## config.mk

```make
export PLATFORM = sky130hd
export DESIGN_NAME = instr_sequencer
export DESIGN_NICKNAME = d
export VERILOG_FILES = /design/src/rtl/instr_sequencer.sv
export SDC_FILE = /design/constraint.sdc
export NUM_CORES = 1
export LEC_CHECK = 0
export CORE_ASPECT_RATIO = 0.7
export CORE_MARGIN = 4
export CORE_UTILIZATION = 25
export CTS_CLUSTER_SIZE = 8
export DETAILED_ROUTE_END_ITERATION = 8
export SLEW_MARGIN = 20
export SYNTH_ARGS = -nofsm -noshare
export SYNTH_HDL_FRONTEND = slang
export SYNTH_SLANG_ARGS = --single-unit
```

## constraint.sdc

```tcl
create_clock -name i_clk -period 6.6 [get_ports i_clk]
set_input_delay 0.99 -clock i_clk [delete_from_list [all_inputs] [get_ports i_clk]]
set_output_delay 0.99 -clock i_clk [all_outputs]
set_load 0.1 [all_outputs]
```

## src/rtl/instr_sequencer.sv

```systemverilog
// instr_sequencer
//   Fetch/decode/control sequencer for the 8-bit datapath. Fetches 32-bit
//   instructions over a req/ack handshake, latches them in an instruction
//   register and walks FETCH -> DECODE -> EXECUTE -> WRITEBACK, driving the
//   8x8 register file controls, ALU select and immediate path. Owns the PC.
//
//   Optional feature macro: SEQ_BRANCH_EN (opcode 0x07 = BEQ when defined,
//   otherwise 0x07 is an undefined opcode).
//
// Ports
//   i_clk          system clock, rising edge
//   i_reset        synchronous active-high reset
//   i_imem_ack     instruction memory has valid i_instr this cycle
//   i_instr        instruction word
//   i_alu_zero     ALU result is zero (BEQ only)
//   o_pc           fetch address (word addressed)
//   o_imem_req     fetch request
//   o_rf_inaddr    register file write address   IR[18:16]
//   o_rf_out1addr  register file read port 1      IR[10:8]
//   o_rf_out2addr  register file read port 2      IR[2:0]
//   o_rf_ctrl      1 = read / no write, 0 = write
//   o_alu_sel      000 fwd, 001 add, 010 and, 011 or
//   o_neg_sel      negate operand 2 before the ALU
//   o_imm_sel      operand 2 = immediate
//   o_imm          IR[7:0]
//   o_halt         sequencer halted
//   o_illegal      sticky undefined-opcode flag

module instr_sequencer #(
    parameter int PC_WIDTH = 8
) (
    input  logic                i_clk,
    input  logic                i_reset,
    input  logic                i_imem_ack,
    input  logic [31:0]         i_instr,
    input  logic                i_alu_zero,
    output logic [PC_WIDTH-1:0] o_pc,
    output logic                o_imem_req,
    output logic [2:0]          o_rf_inaddr,
    output logic [2:0]          o_rf_out1addr,
    output logic [2:0]          o_rf_out2addr,
    output logic                o_rf_ctrl,
    output logic [2:0]          o_alu_sel,
    output logic                o_neg_sel,
    output logic                o_imm_sel,
    output logic [7:0]          o_imm,
    output logic                o_halt,
    output logic                o_illegal
);

    typedef enum logic [2:0] {
        S_FETCH     = 3'd0,
        S_DECODE    = 3'd1,
        S_EXECUTE   = 3'd2,
        S_WRITEBACK = 3'd3,
        S_HALTED    = 3'd4
    } state_t;

    state_t                r_state;
    state_t                w_state_nxt;
    logic [PC_WIDTH-1:0]   r_pc;
    logic [PC_WIDTH-1:0]   w_pc_nxt;
    logic [31:0]           r_ir;
    // IR=0 after reset would decode as LOADI; this flag keeps the decoded
    // outputs quiet until a real instruction has been fetched.
    logic                  r_ir_vld;
    logic                  r_illegal;
    logic                  w_ir_load;
    logic                  w_set_illegal;

    logic [7:0]            w_op;
    logic                  w_is_wr;
    logic [2:0]            w_alu;
    logic                  w_neg;
    logic                  w_imm_sel;
    logic                  w_jump;
    logic                  w_beq;
    logic                  w_halt_op;
    logic                  w_undef;
    logic                  w_taken;
    logic [PC_WIDTH-1:0]   w_off;
    logic                  w_unused;

    assign w_op = r_ir[31:24];

    // Instruction decode, purely from the instruction register
    always_comb begin
        w_is_wr   = 1'b0;
        w_alu     = 3'b000;
        w_neg     = 1'b0;
        w_imm_sel = 1'b0;
        w_jump    = 1'b0;
        w_beq     = 1'b0;
        w_halt_op = 1'b0;
        w_undef   = 1'b0;
        if (r_ir_vld) begin
            case (w_op)
                8'h00: begin w_is_wr = 1'b1; w_imm_sel = 1'b1; end
                8'h01: w_is_wr = 1'b1;
                8'h02: begin w_is_wr = 1'b1; w_alu = 3'b001; end
                8'h03: begin w_is_wr = 1'b1; w_alu = 3'b001; w_neg = 1'b1; end
                8'h04: begin w_is_wr = 1'b1; w_alu = 3'b010; end
                8'h05: begin w_is_wr = 1'b1; w_alu = 3'b011; end
                8'h06: w_jump = 1'b1;
`ifdef SEQ_BRANCH_EN
                // compare src1/src2 by subtracting; branch decided in WRITEBACK
                8'h07: begin w_beq = 1'b1; w_alu = 3'b001; w_neg = 1'b1; end
`else
                8'h07: w_undef = 1'b1;
`endif
                8'hFF: w_halt_op = 1'b1;
                default: w_undef = 1'b1;
            endcase
        end
    end

    // Relative target: PC + 1 + sign-extended IR[23:16], wrapping
    assign w_off   = PC_WIDTH'($signed(r_ir[23:16]));
    assign w_taken = w_jump | (w_beq & i_alu_zero);

    // Next-state and control outputs
    always_comb begin
        w_state_nxt   = r_state;
        w_pc_nxt      = r_pc;
        w_ir_load     = 1'b0;
        w_set_illegal = 1'b0;
        o_imem_req    = 1'b0;
        o_rf_ctrl     = 1'b1;
        o_halt        = 1'b0;
        case (r_state)
            S_FETCH: begin
                o_imem_req = 1'b1;
                if (i_imem_ack) begin
                    w_ir_load   = 1'b1;
                    w_state_nxt = S_DECODE;
                end
            end
            S_DECODE: begin
                w_set_illegal = w_undef;
                w_state_nxt   = S_EXECUTE;
            end
            S_EXECUTE: w_state_nxt = S_WRITEBACK;
            S_WRITEBACK: begin
                o_rf_ctrl = ~w_is_wr;
                if (w_halt_op) begin
                    w_state_nxt = S_HALTED;
                end else begin
                    w_state_nxt = S_FETCH;
                    w_pc_nxt    = w_taken ? (r_pc + PC_WIDTH'(1) + w_off)
                                          : (r_pc + PC_WIDTH'(1));
                end
            end
            S_HALTED: o_halt = 1'b1;
            default:  w_state_nxt = S_FETCH;
        endcase
    end

    always_ff @(posedge i_clk) begin
        if (i_reset) begin
            r_state   <= S_FETCH;
            r_pc      <= '0;
            r_ir      <= '0;
            r_ir_vld  <= 1'b0;
            r_illegal <= 1'b0;
        end else begin
            r_state <= w_state_nxt;
            r_pc    <= w_pc_nxt;
            if (w_ir_load) begin
                r_ir     <= i_instr;
                r_ir_vld <= 1'b1;
            end
            if (w_set_illegal) begin
                r_illegal <= 1'b1;
            end
        end
    end

    assign o_pc          = r_pc;
    assign o_rf_inaddr   = r_ir[18:16];
    assign o_rf_out1addr = r_ir[10:8];
    assign o_rf_out2addr = r_ir[2:0];
    assign o_imm         = r_ir[7:0];
    assign o_alu_sel     = w_alu;
    assign o_neg_sel     = w_neg;
    assign o_imm_sel     = w_imm_sel;
    assign o_illegal     = r_illegal;

    // IR[15:11] carries no field; ALU_ZERO is unused without branches
    assign w_unused = ^{i_alu_zero, r_ir[15:11]};

endmodule

```

After elaboration in Yosys (flattened, before gate mapping)
Index checks and enable logic that the tools add are counted.

word-level totals
  register bits after elaboration = 45
  output and inout bits = 34
  logic and storage cells = 53

cells by class
  $add $sub $neg = 2
  equality and inequality tests = 12
  multiplexer cells = 24
  bitwise operators = 3
  reduce and logical (&&, ||, !) cells = 7

operator list
  cell                                                              number
  8-bit by 3-bit == test with 1-bit output (second input constant)  3
  1-bit two-way mux                                                 18
  8-bit by 2-bit == test with 1-bit output (second input constant)  2
  3-bit case mux with 5 select lines                                1
  3-bit two-way mux                                                 3
  8-bit by 1-bit adder with 8-bit output (second input constant)    1
  8-bit adder                                                       1
  8-bit by 1-bit == test with 1-bit output (second input constant)  1
  8-bit == test (second input constant)                             1
  8-bit zero test                                                   1
  8-bit two-way mux                                                 1
  8-bit OR reduction                                                1
  3-bit by 2-bit == test with 1-bit output (second input constant)  2
  2-bit case mux with 3 select lines                                1
  6-bit OR reduction                                                1
  2-bit AND reduction                                               2
  3-bit by 1-bit == test with 1-bit output (second input constant)  1
  3-bit == test (second input constant)                             1
  3-bit zero test                                                   1
  1-bit NOT                                                         3
  2-bit != test (second input constant)                             1
  2-bit OR reduction                                                1

Logic depth before layout (Yosys ltp)
  word-level depth = 6
  gate-level depth with buffers = 10
  gate-level depth less buffers = 10

Least setup slack after synthesis
OpenSTA, ideal clock, no wires.

  path type = register to output
  from = register r_ir[27]
  to = output o_imm_sel
  arrival = 3.952 ns
  setup slack = 1.658 ns
  cell stages (with the launch flop) = 5
  path buffers = 0
  cells stage by stage = dfxtp_1 > or4_4 > nor2_1 > nand2_1 > nor4_1

between the ends
  longest elaborated chain between the ends = 3

RTL lines
  what                    RTL line  source
  from (decl)             63        logic [31:0] r_ir;
  from (signal assigned)  169       r_ir <= i_instr;
  8-bit zero test         97        case (w_op)
  1-bit two-way mux       97
  1-bit two-way mux       96        if (r_ir_vld) begin
  to (decl)               45        output logic o_imm_sel,

No other way between the ends.

Worst setup path after layout
  from = register r_ir[27]
  to = output o_alu_sel[1]

between the ends
  longest elaborated chain between the ends = 4
  elaborated cells between the ends (all ways) = 7
  those cells by class = eq/ne (4); mux (2); reduce/logical (1)

RTL lines
  what                                      RTL line  source
  8-bit by 2-bit == test with 1-bit output  97
  2-bit OR reduction (no source line)       -
  2-bit case mux with 3 select lines *      97
  3-bit two-way mux *                       96
  to (decl)                                 43        output logic [2:0] o_alu_sel,

Mark *: on every way between the ends. The rest lies on a longest branch, timed or not.

==> metrics.txt <==
status completed; Core Area roughly 8400 um2; Final Skew 4.88 ps; CTS Buffer Depth 2; met2 wire length 2190 um; cts repair resizes 0; initial antenna violation count 0; Critical R2R Launch o_pc[0]; top_reg_cell synth dfxtp_1; first-pass GRT wire length around 9000 um; WL final 5400 um; Worst EP required 5610 ps; vias in the first global route 1850; Routed Antenna Nets 0; CP endpoint kind primary output; die area 10300 um2; final number of max-transition violations 0; CTS H-tree lvls 2; synth top area cells dfxtp_1, nand2_1, a21oi_1; top routing layer in use met4; min-delay worst type reg -> reg; Setup Viol. Count Final 0; # hold bufs at CTS 0; wire length on met1 2800 um; max-cap viol count 0; share of the synthesized area in the top cell type between 30 and 40%; Total GRT Usage 10.9%; mean cell area of the mapped netlist 7.92 um2; Synth area leader dfxtp_1; final worst slack 2700 ps; post-DR wirelength/cell approximately 12 um; Top Ports 70; DR iter-0 viols 53; IO Port Bufs 62; RSZ-0062 raised after global routing no; worst-path fanout max 4; period utilization 59.2%; WL met3 361 um; Clk Latency, worst-skew pair approximately 280 ps; post-CTS setup repair buffer count 0; cells after synthesis about 270; Ant. Diodes 0; TritonCTS clock tree done; Post-Syn Nets 320; drt drc 0; IR drop worst, VDD 0.160 mV; share of cells above drive strength 1 4.47%; pin count of the biggest net entering global routing 44; cell area after synthesis 2170 um2; most frequent cells in the layout nand2_1, clkdlybuf4s50_1, dfxtp_1; Fmax achieved 256 MHz; flop-to-flop setup slack 3940 ps; EDFF count, synth 0; ys async rst share 0%; crit path kind reg -> out; Crit Reg-Reg Endpoint o_pc[7]; Slew HR ~32%; DP HPWL 3870 um; Hold Startpoint r_ir[3]; Crit. Startpoint r_ir[27]; Distinct cells, synth 42; critical path startpoint category flip-flop; pre-CTS setup slack 3010 ps; vias per inst between 4 and 5; area delta synth->final 34.0%; r2r worst-path depth 9; synthesized flop and latch total 40; Ys Warns 0; Num CTS Buffers 5; Slew @ Worst Pin between 1000 and 1500 ps; Setup crit end o_alu_sel[1]; CTS clk-pin slew, worst paths approximately 60 ps; final hold viol count 0; crit path DAT 2910 ps; number of core rows 28; Die H 86.0 um; Layout Nets 358; Placer Congestion 0.819; TritonRoute pass-1 iters 4; Cell Pwr Density 243 nW/um2; setup TNS 0 ps; post-layout util between 30% and 40%; register area share after synthesis 36.9%; minimum clock period roughly 3900 ps; GRT overflow 0; clock root buffer clkbuf_16; Via Count 1923; LEAKAGE 1.04 nW; Starting Density 25.7%; CTS sink count 40; die width about 120 um
[critical path, stage by stage, from the launching register on]
cell	delay (ps)
dfxtp_1	320
or4_4	570
nor2_1	190
nand2_1	150
nor3b_1	240
clkdlybuf4s50_1	1170
[synthesized netlist by cell type (all sizes together), types with 2 or more instances]
library cell / count
a211oi: 6
a21o: 2
a21oi: 39
and3: 4
buf: 24
clkbuf: 8
dfxtp: 40
ha: 9
inv: 2
mux2i: 4
nand2: 62
nand2b: 3
nand3: 6
nand3b: 5
nand4: 2
nor2: 11
nor3: 9
nor3b: 2
nor4: 3
o21ai: 5
xnor2: 9
xor2: 3
[worst min-delay path by stage]
stage	endpoint	cells past startpoint
finish	r_ir[3]	2
CTS	r_ir[3]	2
global placement	r_ir[9]	2
detailed placement	r_ir[4]	2
floorplan	r_ir[10]	2
global route	r_ir[3]	2
[registers in the layout (all words and copies together), names as in the netlist]
name       flops
r_ir          27
o_pc           8
r_state        3
o_illegal      1
r_ir_vld       1
[power breakdown]
part	internal, mW	total [mW]	switching (mW)
registers	0.257	0.273	0.0155
clock network	0.149	0.244	0.0955
logic	0.0567	0.189	0.132
total	0.463	0.706	0.243
[per-stage QoR]
stage               cell area (um2)  power (mW)  hold slack [ps]  std cells
global route                   2910       0.745              476        433
floorplan                      2170       0.425              437        274
global placement               2750       0.466              443        425
CTS                            2900       0.719              455        433
finish                         2910       0.706              453        433
detailed placement             2750       0.468              448        425
[final cells by class]
type,count,area [um2]
Sequential cell,40,801
Timing Repair Buffer,63,628
Inverter,2,7.51
Clock buffer,6,139
Clock inverter,2,10.0
Fill cell,910,5530
Multi-Input combinational cell,200,1170
Tap cell,120,150
[metal layers]
layer,up-vias,global-route usage [%]
met5,-,0
li1,1004,-
met1,872,15.1
met2,42,16.0
met4,0,2.18
met3,5,4.42
[cell families after synthesis]
| kind of cell | Yosys count | share of synthesized area, % |
|---|---|---|
| flops | 40 | 36.9 |
| simple gates | 112 | 24.2 |
| fa+ha+maj | 10 | 6.11 |
| mux | 4 | 1.84 |
| compound gates | 61 | 16.7 |
| xor+xnor | 12 | 4.84 |
| other cells | 1 | 0.173 |
| buf+inv | 34 | 9.34 |
Power figures use the tool's default switching activity.
==> variant 1 (same settings) <==
Re-encode `state_t` (5 states) as Gray code, 3 bits wide.
--- a/src/rtl/instr_sequencer.sv
+++ b/src/rtl/instr_sequencer.sv
@@ -50,9 +50,9 @@
 
     typedef enum logic [2:0] {
-        S_FETCH     = 3'd0,
-        S_DECODE    = 3'd1,
-        S_EXECUTE   = 3'd2,
-        S_WRITEBACK = 3'd3,
-        S_HALTED    = 3'd4
+        S_FETCH     = 3'b000,
+        S_DECODE    = 3'b001,
+        S_EXECUTE   = 3'b011,
+        S_WRITEBACK = 3'b010,
+        S_HALTED    = 3'b110
     } state_t;
 
Behaviour: no difference found for any inputs over 10 cycles, from zero or initial values and one cycle with i_reset high; not proved beyond that.
==> variant 1 against the unedited design <==
- power decreased by 5.2%
- sequential cell count did not move
- area after synthesis is the same
- sequential power fell by 2%
- design area is 0.77% lower
- routed wire length is 3.9% higher
- clock power decreased by 5%
- via count increased by 0.73%
- setup slack better by 98 ps
- count of clock-buffer cells in the layout is the same
- critical endpoint unchanged
- largest cell class unchanged
==> variant 1: results (changes against the unedited design) <==
| Metric | Value |
|---|---|
| Clock buffer depth | `2 (unchanged)` |
| Hold Slack | `462 ps (was 453 ps)` |
| Yosys cell types | `42 (unchanged)` |
| Crit-path slowest cell | `clkdlybuf4s50_1 (unchanged)` |
| Top delay family on crit path | `buffers and inverters (unchanged)` |
| Placed Instance Area | `2750 µm² (about the same)` |
| Top cells by area, synth | `dfxtp_1, nand2_1, a21oi_1, buf_4, ha_1 (unchanged)` |
| Syn Nets | `321 (was 320)` |
| First DRT Iteration DRCs | `62 (was 53)` |
| Status | `completed (unchanged)` |
| Initial DRT Pass Iterations | `4 (unchanged)` |
| DP Wirelength | `4.03 mm (was 3.87 mm)` |
| Clock skew | `2.84 ps (was 4.88 ps)` |
| Largest net degree at the start of global routing | `42 (was 44)` |
| CP max FO | `5 (was 4)` |
| Setup bufs post-CTS | `0 (unchanged)` |
| Most instantiated cells after synthesis | `nand2_1, dfxtp_1, a21oi_1 (unchanged)` |
| Global-route wire length before repair | `9.47 mm (was 9.04 mm)` |
| Fin nets | `360 (was 358)` |
| GP Congestion | `0.795 (was 0.819)` |
| H-tree depth | `2 (unchanged)` |
| IO buf count | `62 (unchanged)` |
| HP Class | `reg -> reg (unchanged)` |
| Register area share after synthesis | `36.9% (unchanged)` |
| Layout cells sized above 1 | `4.46% (was 4.47%)` |
| Slew Viols, Final | `0 (unchanged)` |
| Slew at the pin closest to its max-slew limit | `1000 ps (was 1010 ps)` |
| Biggest register | `r_ir (unchanged)` |
| Vias per cell | `4.46 (was 4.44)` |
| Critical path arrival | `2820 ps (was 2910 ps)` |
| Total Routing Usage GR | `11.6% (was 10.9%)` |
| Clk_lat worst skew | `280 ps (about the same)` |
| Reg clk slew, reported paths | `60 ps (about the same)` |
| Static leakage | `1.06 nW (was 1.04 nW)` |
| Avg WL per Cell | `12.9 µm (was 12.5 µm)` |
| Layout fillers | `912 (was 910)` |
| Pre-CTS setup slack | `3080 ps (was 3010 ps)` |
| Root buffer cell | `clkbuf_16 (unchanged)` |
| Yosys warning count | `0 (unchanged)` |
| Largest stage delay on the critical path | `1160 ps` |
| Initial antenna violation count | `0 (unchanged)` |
| Final period util | `57.7% (was 59.2%)` |
| TritonCTS Buffers | `5 (unchanged)` |
| Sw Pwr | `225 µW (was 243 µW)` |
| Vias in the first global route | `1,943 (was 1,850)` |
| Async set-or-reset flop fraction in the synthesized netlist | `0% (unchanged)` |
| Worst R2R Setup Slack | `3890 ps (was 3940 ps)` |
| Ant diodes | `0 (unchanged)` |
| Post-cts sizing count | `0 (unchanged)` |
| VDD IR max | `0.0866 mV (was 0.160 mV)` |
| Max FFs per register | `27 (unchanged)` |
## variant 1: tightest hold or removal path, stage by stage, from the launching register on
cell	delay, ps
dfxtp_1	310
nand2_1	50
a21oi_1	50
## variant 1: cell type report
class	instances	share of cell area (%)
multi-input combinational	196	39.6
sequential	40	27.7
tap	120	5.20
inverter	8	1.04
timing repair buffer	63	21.8
clock buffer	6	4.46
clock inverter	1	0.173
## variant 1: power by group through the flow
stage          sequential, mW  combinational (mW)  clock (mW)
6_report                0.268               0.169       0.232
5_1_grt                 0.271               0.182       0.251
4_1_cts                 0.269               0.171       0.245
3_5_place_dp            0.274               0.171           0
3_3_place_gp            0.273               0.169           0
2_1_floorplan           0.283               0.121           0
## variant 1: cell families after synthesis
family / synth area share [%]
mux: 2.31
compound gates: 17.0
flops: 36.9
simple gates: 23.3
buf+inv: 10.5
other cells: 0.173
xor+xnor: 3.63
fa+ha+maj: 6.11
## variant 1: per-layer routing
| layer | global-route usage (%) | vias to the layer above | share of wire [%] |
|---|---|---|---|
| met5 | 0 | - | 0 |
| met4 | 4.37 | 0 | 1.7 |
| met3 | 4.09 | 8 | 6.7 |
| met2 | 17.8 | 46 | 42 |
| met1 | 14.9 | 882 | 49 |
| li1 | - | 1001 | - |
## variant 1: final timing paths
kind | from | to | cells after the start
setup / recovery | r_ir[27]$_SDFFE_PP0P_ | o_alu_sel[1] | 5
hold / removal | r_ir[9]$_SDFFE_PP0P_ | r_ir[9]$_SDFFE_PP0P_ | 2
setup reg to reg | o_pc[0]$_SDFFE_PP0P_ | o_pc[7]$_SDFFE_PP0P_ | 8
hold reg to reg | r_ir[9]$_SDFFE_PP0P_ | r_ir[9]$_SDFFE_PP0P_ | 2
## variant 1: through the flow
stage | utilization (%) | cells | power, mW
after floorplan | - | 275 | 0.404
after global placement | 32.6 | 427 | 0.442
after detailed placement | 32.6 | 427 | 0.444
after CTS | 34.2 | 434 | 0.685
after global routing | 34.2 | 434 | 0.703
final | 34.2 | 434 | 0.669
==> variant 2 (same settings) <==
Without the edit above. The option `SEQ_BRANCH_EN` is turned on by a define.
--- a/src/rtl/instr_sequencer.sv
+++ b/src/rtl/instr_sequencer.sv
@@ -26,4 +26,6 @@
 //   o_halt         sequencer halted
 //   o_illegal      sticky undefined-opcode flag
+
+`define SEQ_BRANCH_EN
 
 module instr_sequencer #(
Formal check against the unedited RTL: not equivalent (a bounded check fails within 4 cycles, from zero or initial values and one cycle with i_reset high).
==> variant 2 against the unedited design <==
- sequential cell count is the same
- cell count shrank 3.7%
- design area fell by 0.95%
- register-to-register slack lost 550 ps
- global-route usage fell by 0.16 points
- setup slack better by 80 ps
- area after synthesis decreased by 1.9%
- routed wire length grew 1.1%
- non-clock buffer count is 1 higher
- power rose by 3.9%
- critical endpoint unchanged
- largest cell class unchanged
- largest power group is now clock
==> variant 2: results (changes against the unedited design) <==
| Metric | Value |
|---|---|
| Status | `completed (unchanged)` |
| Vias in the first global route | `1,727 (was 1,850)` |
| Placed Cells | `409 (was 425)` |
| Largest net degree at the start of global routing | `44 (unchanged)` |
| Post-Layout Cell Count | `417 (was 433)` |
| Fin nets | `361 (was 358)` |
| Layout clock buffers | `5 (was 6)` |
| Pre-CTS setup slack | `3090 ps (was 3010 ps)` |
| Internal Power | `490 µW (was 463 µW)` |
| GR Layer Usage met1 | `15.1% (about the same)` |
| Signal buffers | `64 (was 63)` |
| H-tree depth | `2 (unchanged)` |
| Placed Instance Area | `2710 µm² (was 2750 µm²)` |
| Clk_lat worst skew | `280 ps (about the same)` |
| Clk tree area frac | `5.82% (was 5.12%)` |
| Num Clock Sinks | `40 (unchanged)` |
| Reg clk slew, reported paths | `60 ps (about the same)` |
| Storage cell area | `801 µm² (unchanged)` |
| Vias | `1,860 (was 1,923)` |
| Initial antenna violation count | `0 (unchanged)` |
| Rel. slew slack | `30.3% (was 32.5%)` |
| Clock skew | `7.74 ps (was 4.88 ps)` |
| Yosys cell types | `43 (was 42)` |
| WL met1 | `2.81 mm (was 2.80 mm)` |
| Max FFs per register | `27 (unchanged)` |
| Length of routed met2 wiring | `2.40 mm (was 2.19 mm)` |
| Yosys warning count | `0 (unchanged)` |
| VDD IR max | `0.0973 mV (was 0.160 mV)` |
| Clock buffer depth | `2 (unchanged)` |
| Met3 WL post-DR | `193 µm (was 361 µm)` |
| CP max FO | `3 (was 4)` |
| Mux contribution to synthesized area | `1.94% (was 1.84%)` |
| Critical path arrival | `2830 ps (was 2910 ps)` |
| Inverter count | `4 (was 2)` |
| First DRT Iteration DRCs | `56 (was 53)` |
| Synth Area in Adders | `6.23% (was 6.11%)` |
| Top cells by area, synth | `dfxtp_1, nand2_1, a21oi_1, buf_4, ha_1 (unchanged)` |
| DP Wirelength | `4.04 mm (was 3.87 mm)` |
| Most instantiated cells after synthesis | `nand2_1, dfxtp_1, a21oi_1 (unchanged)` |
| Register area share after synthesis | `37.6% (was 36.9%)` |
| Multi-input gate share of total cell area | `39.3% (was 40.3%)` |
| Top layer in use | `met4 (unchanged)` |
| Met2 Resource Use GR | `16.2% (was 16.0%)` |
| Total Routing Usage GR | `10.7% (was 10.9%)` |
| Compound-Gate Fraction of Synth Area | `14.7% (was 16.7%)` |
| Layout fillers | `854 (was 910)` |
| Die width | `118 µm (was 119 µm)` |
| Static leakage | `1.07 nW (was 1.04 nW)` |
| Avg WL per Cell | `13.1 µm (was 12.5 µm)` |
| Post-synthesis xor/xnor area fraction | `4.52% (was 4.84%)` |
| GP Congestion | `0.796 (was 0.819)` |
| Global-route wire length before repair | `8.85 mm (was 9.04 mm)` |
| Area occupied by multi-input gates | `1130 µm² (was 1170 µm²)` |
| Met3 Usage GRT | `2.47% (was 4.42%)` |
| NonClk Buf Share | `22.1% (was 21.6%)` |
| Gate Count Post-Synth | `274 (unchanged)` |
| IO buf count | `63 (was 62)` |
| Layout cells sized above 1 | `5.06% (was 4.47%)` |
==> variant 2: worst max-delay path: cells and delay by family (launching register included) <==
family / cells / cell delay, ps
buf+inv: 1 / 1170
simple gates: 4 / 1060
flops: 1 / 330
==> variant 2: power by group through the flow <==
stage	clock [mW]	combinational, mW	sequential [mW]
global placement	0	0.184	0.276
floorplan	0	0.136	0.282
CTS	0.287	0.187	0.271
finish	0.278	0.184	0.271
global route	0.302	0.196	0.273
detailed placement	0	0.187	0.276
==> variant 2: path summary, 6_finish.rpt <==
kind,from,endpoint,slack [ps],cells after the start
worst min-delay path,r_ir[7]$_SDFFE_PP0P_,r_ir[7]$_SDFFE_PP0P_,450,2
worst max-delay path,r_ir[27]$_SDFFE_PP0P_,o_alu_sel[1],2780,5
worst max register to register,o_pc[0]$_SDFFE_PP0P_,o_pc[7]$_SDFFE_PP0P_,3390,10
worst min register to register,r_ir[7]$_SDFFE_PP0P_,r_ir[7]$_SDFFE_PP0P_,450,2
